[src/rtl/uart_rx_if.sv]
// Receive-side bundle of the UART: serial input plus recovered byte and status strobes.
// The receiver sits on the slave modport; whatever drives the line and consumes bytes uses master.
interface uart_rx_if;
    logic       rx;
    logic [7:0] rx_data;
    logic       rx_done;
    logic       frame_err;
    logic       rx_busy;

    modport slave  (input  rx, output rx_data, rx_done, frame_err, rx_busy);
    modport master (output rx, input  rx_data, rx_done, frame_err, rx_busy);
endinterface

[src/rtl/uart_rx.sv]
// 8N1 UART receiver: single mid-bit sample per bit, no oversampling vote.
// Shares CLKS_PER_BIT with the transmitter so tx can be looped straight into rx.
module uart_rx #(
    parameter int CLKS_PER_BIT = 434
) (
    input  logic      clk,
    input  logic      rst,
    uart_rx_if.slave  bus
);
    localparam int             CW       = (CLKS_PER_BIT > 1) ? $clog2(CLKS_PER_BIT) : 1;
    localparam logic [CW-1:0]  CNT_MAX  = CW'(CLKS_PER_BIT - 1);
    localparam logic [CW-1:0]  CNT_HALF = CW'((CLKS_PER_BIT - 1) / 2);

    typedef enum logic [2:0] {
        S_IDLE,
        S_START,
        S_DATA,
        S_STOP,
        S_RECOVER
    } state_e;

    logic          sync1_q, rx_s_q, edge_q;
    state_e        state_q;
    logic [CW-1:0] cnt_q;
    logic [2:0]    idx_q;
    logic [7:0]    sh_q;
    logic [7:0]    data_q;
    logic          done_q, ferr_q, busy_q;

    logic          fall_d;
    logic [7:0]    sh_d;

    // Flops reset high so an idle line never looks like a start edge out of reset.
    always_ff @(posedge clk or negedge rst) begin
        if (!rst) begin
            sync1_q <= 1'b1;
            rx_s_q  <= 1'b1;
            edge_q  <= 1'b1;
        end else begin
            sync1_q <= bus.rx;
            rx_s_q  <= sync1_q;
            edge_q  <= rx_s_q;
        end
    end

    always_comb begin
        fall_d = edge_q & ~rx_s_q;
        sh_d   = {rx_s_q, sh_q[7:1]};
    end

    always_ff @(posedge clk or negedge rst) begin
        if (!rst) begin
            state_q <= S_IDLE;
            cnt_q   <= '0;
            idx_q   <= '0;
            sh_q    <= '0;
            data_q  <= '0;
            done_q  <= 1'b0;
            ferr_q  <= 1'b0;
            busy_q  <= 1'b0;
        end else begin
            done_q <= 1'b0;
            ferr_q <= 1'b0;
            case (state_q)
                S_IDLE: begin
                    if (fall_d) begin
                        cnt_q   <= '0;
                        busy_q  <= 1'b1;
                        state_q <= S_START;
                    end
                end
                // Re-check the start bit at its middle; a high line here is a glitch.
                S_START: begin
                    if (cnt_q == CNT_HALF) begin
                        if (!rx_s_q) begin
                            cnt_q   <= '0;
                            idx_q   <= '0;
                            state_q <= S_DATA;
                        end else begin
                            busy_q  <= 1'b0;
                            state_q <= S_IDLE;
                        end
                    end else begin
                        cnt_q <= cnt_q + 1'b1;
                    end
                end
                S_DATA: begin
                    if (cnt_q == CNT_MAX) begin
                        cnt_q <= '0;
                        sh_q  <= sh_d;
                        if (idx_q == 3'd7) state_q <= S_STOP;
                        else               idx_q   <= idx_q + 1'b1;
                    end else begin
                        cnt_q <= cnt_q + 1'b1;
                    end
                end
                // Leaving at mid-stop gives half a bit of slack to catch a back-to-back start.
                S_STOP: begin
                    if (cnt_q == CNT_MAX) begin
                        cnt_q <= '0;
                        if (rx_s_q) begin
                            data_q  <= sh_q;
                            done_q  <= 1'b1;
                            busy_q  <= 1'b0;
                            state_q <= S_IDLE;
                        end else begin
                            ferr_q  <= 1'b1;
                            state_q <= S_RECOVER;
                        end
                    end else begin
                        cnt_q <= cnt_q + 1'b1;
                    end
                end
                // Hold off until the line returns high so a break cannot spawn frames.
                S_RECOVER: begin
                    if (rx_s_q) begin
                        busy_q  <= 1'b0;
                        state_q <= S_IDLE;
                    end
                end
                default: begin
                    busy_q  <= 1'b0;
                    state_q <= S_IDLE;
                end
            endcase
        end
    end

    assign bus.rx_data   = data_q;
    assign bus.rx_done   = done_q;
    assign bus.frame_err = ferr_q;
    assign bus.rx_busy   = busy_q;
endmodule
[src/flat_wrapper.sv]
// flat-port wrapper written by rule: the top's interface ports become plain ports
module uart_rx_flat 
#(
    parameter int CLKS_PER_BIT = 434
)
  (clk, rst, bus_rx, bus_rx_data, bus_rx_done, bus_frame_err, bus_rx_busy);
  uart_rx_if bus_i ();
  input  logic clk;
  input  logic rst;
  input wire logic [$bits(bus_i.rx)-1:0] bus_rx;
  output wire logic [$bits(bus_i.rx_data)-1:0] bus_rx_data;
  output wire logic [$bits(bus_i.rx_done)-1:0] bus_rx_done;
  output wire logic [$bits(bus_i.frame_err)-1:0] bus_frame_err;
  output wire logic [$bits(bus_i.rx_busy)-1:0] bus_rx_busy;
  assign bus_i.rx = bus_rx;
  assign bus_rx_data = bus_i.rx_data;
  assign bus_rx_done = bus_i.rx_done;
  assign bus_frame_err = bus_i.frame_err;
  assign bus_rx_busy = bus_i.rx_busy;
  uart_rx #(.CLKS_PER_BIT(CLKS_PER_BIT)) u_core (.clk(clk), .rst(rst), .bus(bus_i));
endmodule
[config.mk]
export PLATFORM = sky130hd
export DESIGN_NAME = uart_rx_flat
export DESIGN_NICKNAME = d
export VERILOG_FILES = /design/src/rtl/uart_rx_if.sv /design/src/rtl/uart_rx.sv /design/src/flat_wrapper.sv
export SDC_FILE = /design/constraint.sdc
export NUM_CORES = 1
export LEC_CHECK = 0
export ABC_AREA = 1
export BUFFER_PORTS_ARGS = -buffer_cell sky130_fd_sc_hd__buf_4
export CAP_MARGIN = 40
export CELL_PAD_IN_SITES_DETAIL_PLACEMENT = 1
export CELL_PAD_IN_SITES_GLOBAL_PLACEMENT = 1
export CORE_MARGIN = 2
export CORE_UTILIZATION = 42
export CTS_BUF_LIST = sky130_fd_sc_hd__clkbuf_8
export CTS_CLUSTER_SIZE = 12
export DETAILED_ROUTE_END_ITERATION = 10
export GPL_ROUTABILITY_DRIVEN = 0
export GPL_TIMING_DRIVEN = 0
export MAX_ROUTING_LAYER = met4
export PLACE_DENSITY = 0.85
export SETUP_SLACK_MARGIN = 0.15
export SYNTH_ARGS = -nofsm -noshare
export SYNTH_HDL_FRONTEND = slang
export SYNTH_SLANG_ARGS = --single-unit
[constraint.sdc]
create_clock -name clk -period 1.6 [get_ports clk]
set_clock_uncertainty 0.15 [all_clocks]
set_input_delay 0.08 -clock clk [delete_from_list [all_inputs] [get_ports clk]]
set_output_delay 0.08 -clock clk [all_outputs]
set_load 0.01 [all_outputs]
; Word-level counts from Yosys, hierarchy flattened
; Index checks and enable logic that the tools add are counted.
; W data, S select, Z words.
[word_totals]
regBits = 37
inputBits = 3
output_inout_bits = 11
word_cells = 72
[classes]
addsub = 2
eq_ne = 16
muxes = 30
bitwise_logic = 3
reduce_logical = 10
[op_table]
columns = cell, n
row1 = $mux W9, 4
row2 = $mux W3, 11
row3 = $pmux W9 S3, 1
row4 = $pmux W3 S5, 1
row5 = $ne A2 B1 Y1 const B, 6
row6 = $mux W1, 10
row7 = $add A9 B1 Y9 const B, 1
row8 = $eq A9 B8 Y1 const B, 1
row9 = $eq A9 B9 Y1 const B, 1
row10 = $eq A3 B2 Y1 const B, 2
row11 = $eq A3 B3 Y1 const B, 2
row12 = $pmux W3 S2, 1
row13 = $reduce_and A3 Y1, 2
row14 = $reduce_and A6 Y1, 1
row15 = $pmux W1 S5, 1
row16 = $reduce_and A5 Y1, 1
row17 = $ne A2 B2 Y1 const B, 2
row18 = $reduce_and A4 Y1, 1
row19 = $add A3 B1 Y3 const B, 1
row20 = $eq A3 B1 Y1 const B, 1
row21 = $logic_not A3 Y1, 1
row22 = $ne A3 B3 Y1 const B, 1
row23 = $reduce_bool A3 Y1, 1
row24 = $mux W2, 1
row25 = 5 further kinds, 6

; Logic depth before layout (Yosys ltp)
[depth]
depth_word = 4
depth_mapped = 10
depth_no_buf = 10

; Worst setup path after synthesis
; OpenSTA, ideal clock, no wires.
[synth_path]
path_type = register -> register
startpoint = reg u_core.cnt_q[1]
endpoint = reg u_core.data_q[5], in the netlist u_core.bus.rx_data[5]
setup_ns = 0.117
arrival_time_ns = 1.330
required_time_ns = 1.333
path_slack_ns = 0.003
stages_incl_launch_ff = 11
path_buffers = 1
period_less_slack_ns = 1.597
path_cell_list = dfrtp_1 -> inv_1 -> ha_1 -> nand2_1 -> nor2_1 -> nand2_4 -> clkinv_4 -> nand3_4 -> buf_6 -> nand2_2 -> o21ai_2
[synth_between]
elab_chain_len = 2
[synth_lines]
columns = element, line_no
row1 = from (decl), uart_rx.sv:24  ; logic [CW-1:0] cnt_q;
row2 = from (signal assigned), uart_rx.sv:84  ; cnt_q <= cnt_q + 1'b1;
row3 = from (signal assigned), uart_rx.sv:94  ; cnt_q <= cnt_q + 1'b1;
row4 = from (signal assigned), uart_rx.sv:111  ; cnt_q <= cnt_q + 1'b1;
row5 = $eq A9 B9 Y1, uart_rx.sv:99  ; if (cnt_q == CNT_MAX) begin
row6 = $reduce_and A3 Y1 (no source line), -
row7 = to (signal assigned), uart_rx.sv:102  ; data_q <= sh_q;
row8 = to (decl), uart_rx.sv:27  ; logic [7:0] data_q;
; No other way between the ends.
; A chain may end at the register's enable or synchronous reset.

; Worst setup path in the final report
[layout_path]
startpoint = reg u_core.cnt_q[1]
endpoint = reg u_core.data_q[7], in the netlist u_core.bus.rx_data[7]
; The elaborated chain is that of the path after synthesis.

==> impl_metrics.yaml <==
status:
  status: "complete, but fails checks"
  violations: "setup timing"
layout:
  final_nets: 289
  drive_above_1_share: 0.426
  final_common_cell: "nand2_1"
  utilization: 0.619
  final_cell_count_no_fill: 334
  ff_latch_area_um2: 936
  num_antenna_cells: 0
  multi_input_area_um2: 1130
  mostFrequentLayoutCells: "59 x nand2_1, 29 x buf_4, 29 x dfrtp_1"
  nFillCells: 511
  synthToLayoutAreaGrowth_pct: 39.6
global_route:
  grt_max_degree: 38
  gr-usage-all-layers: 0.239
  top_usage_layer: "met2"
  use_met3: 0.0486
  grtUsageMet2: 0.409
  grt_pass1_vias: 1899
  grt-ovfl-total: 0
  use_met1: 0.284
  grt_pass1_wl_um: 9220
  antenna_found_initial: 0
sta:
  finalSetupViolCount: 30
  maxSlewViolCount: 0
  fin_crit_sh: 1.08
  max_freq_mhz: 578
  grt_setup_unrepaired: "true"
  hold_viol: 0
  whs_ns: 0.102
  fin_ws_ns: -0.129
  period_minus_slack_ns: 1.73
  tightest_slew_ns: 0.482
  maxSlewHeadroom: 0.679
synth:
  synthDistinctLibCells: 28
  synth_area_um2: 1970
  yosysSeqAreaShare: 0.472
  synth_nets: 245
  synth_flop_cell: "dfrtp_1"
  synth.avg_cell_area_um2: 8.31
  netlist_instances: 237
  async_reset_ff_frac: 1.00
  synth_edf_count: 0
  ys_ff_latch: 37
  synth-warning-count: 0
critical_path:
  required_ns: 1.65
  slowest_delay_ns: 0.40
  reg2regPathDepth: 10
  r2r_slack_ns: -0.13
  cp_slowest_cell: "dfrtp_1"
  cp_max_fo: 8
  crit_type: "flop to flop"
  critPathTopFamily: "simple AND/OR/NAND/NOR gates"
  cp-start-kind: "flop"
  arrival_ns: 1.78
  crit_buf_inv: 3
  timing.rr.end: "u_core.bus.rx_data[7]"
  cp-end-kind: "flop"
  crit_top_cell: "nand2_4"
  r2r-start: "u_core.cnt_q[1]"
  cp_cell_sequence: "inv_2 > ha_4 > nand2_4 > nor2_4 > nand2_4 > clkinv_4 > nand3_4 > buf_4 > nand2_1 > o21ai_2"
floorplanning:
  pin_count: 14
  coreArea_um2: 4440
  die_height_um: 72.5
  die_x_um: 72.5
  die_area_um2: 5260
  rows: 24
  initial_core_util: 0.443
min_path:
  hp-class: "primary input to asynchronous set/reset pin"
clocking:
  cts-htree-levels: 2
  cts.clk_slew.worst_paths_ns: 0.10
  cts_tree: "done"
  cts_sinks: 37
  cts.path.max_buffers: 2
  clkLatencyLatePin_ns: 0.31
  root_buffer: "clkbuf_8"
  numCtsBuffers: 5
power:
  internal_power_mw: 2.43
  p_sw_frac: 0.408
  total_power_mw: 4.11
  vdd_drop_max_v: 0.000730
  p_switching_mw: 1.68
  power.density_nw_per_um2: 1490
  pwr-share-seq: 0.286
  p_clk_frac: 0.253
  leakage_nw: 1.32
  pwr-share-comb: 0.461
routing:
  first_pass_iters: 4
  avgViaCountPerCell: 5.45
  drtAntennaViolNets: 0
  wirelength_um: 6510
  drc: 0
  vias: 1819
  drtIter0Drc: 82
  routedWlPerCell_um: 19.5
placement:
  post-dp-hpwl_um: 3170
  numPortBuffers: 13
  post-place-ws_ns: -0.171
  place_inst: 302
flow_run:
  drv_cap: 0
## through the flow
stage               cell area [µm²]  setup TNS (ns)
floorplan                      1980               0
global placement               2140           -1.61
detailed placement             2140           -2.58
CTS                            2530          -0.150
global route                   2750           -4.03
finish                         2750           -1.95
## state kept, by name, indices dropped and copies added (netlist names)
name                  cells
u_core.bus.frame_err      1
u_core.bus.rx_busy        1
u_core.bus.rx_data        8
u_core.bus.rx_done        1
u_core.cnt_q              9
u_core.edge_q             1
u_core.idx_q              3
u_core.rx_s_q             1
u_core.sh_q               8
u_core.state_q            3
u_core.sync1_q            1
## worst max path at each step
stage,start,end,slack [ns],depth (start not counted)
after global routing,u_core.cnt_q[1],u_core.bus.rx_data[4],-0.20,10
after floorplan,u_core.cnt_q[1],u_core.bus.rx_data[5],0.06,10
after detailed placement,u_core.cnt_q[0],u_core.state_q[0],-0.17,10
after global placement,u_core.cnt_q[0],u_core.state_q[0],-0.11,10
final,u_core.cnt_q[1],u_core.bus.rx_data[7],-0.13,10
after CTS,u_core.cnt_q[1],u_core.bus.rx_data[0],-0.04,10
## final cells by class
type | instances | share of cell area
buffer | 3 | 0.0141
clock buffer | 5 | 0.0250
clock inverter | 3 | 0.0250
inverter | 31 | 0.0450
multi-input combinational | 167 | 0.410
sequential | 37 | 0.340
tap | 52 | 0.0237
timing repair buffer | 36 | 0.116
## power groups by stage
stage,sequential [mW],combinational [mW],clock [mW]
2_1_floorplan,1.16,0.780,0
3_3_place_gp,1.19,0.980,0
3_5_place_dp,1.19,1.01,0
4_1_cts,1.17,1.52,1.02
5_1_grt,1.19,2.03,1.07
6_report,1.18,1.90,1.04
## what timing repair did
action,in CTS,in global routing
setup endpoints to repair,34,34
gates resized for setup,40,27
gates cloned,2,1
pin swaps,12,13
hold buffers,2,0
hold endpoints to repair,38,0
buffers inserted,9,10
## worst register-to-register path, cell delays in order (launching register included)
cell      delay (ns)
dfrtp_1         0.40
inv_2           0.12
ha_4            0.15
nand2_4         0.05
nor2_4          0.11
nand2_4         0.11
clkinv_4        0.09
nand3_4         0.14
buf_4           0.19
nand2_1         0.06
o21ai_2         0.05
## Yosys cell counts (2+ instances only)
master   number  area share
buf_6         2       0.011
dfrtp_1      34        0.43
dfstp_2       3       0.040
ha_1          5       0.032
inv_1        23       0.044
inv_2         6       0.011
nand2_1      69        0.13
nand2_2       8       0.025
nand2_4       2       0.011
nand3_1      24       0.061
nand4_1       5       0.016
nor2_1       17       0.032
nor2_4        2       0.011
nor3_1        3      0.0076
o21ai_0       3      0.0076
o21ai_1      10       0.025
o21ai_2       7       0.031
xor2_1        4       0.018
## routing by layer
metal  wire (µm)  up-vias  part of all wire
met2        3440       24              0.53
li1            -      836                 -
met5           0        -                 0
met1        2830      949              0.43
met4          80        0             0.012
met3         157       10             0.024
## logic make-up after synthesis
kind of cell | count (synthesis) | share of synthesized area
AOI/OAI and AO/OA | 23 | 0.0794
and+or+nand+nor | 134 | 0.323
adders and majority gates | 5 | 0.0317
xor gates and xnor gates | 4 | 0.0178
buffers and inverters | 34 | 0.0768
DFF | 37 | 0.472
Power figures use the tool's default switching activity.
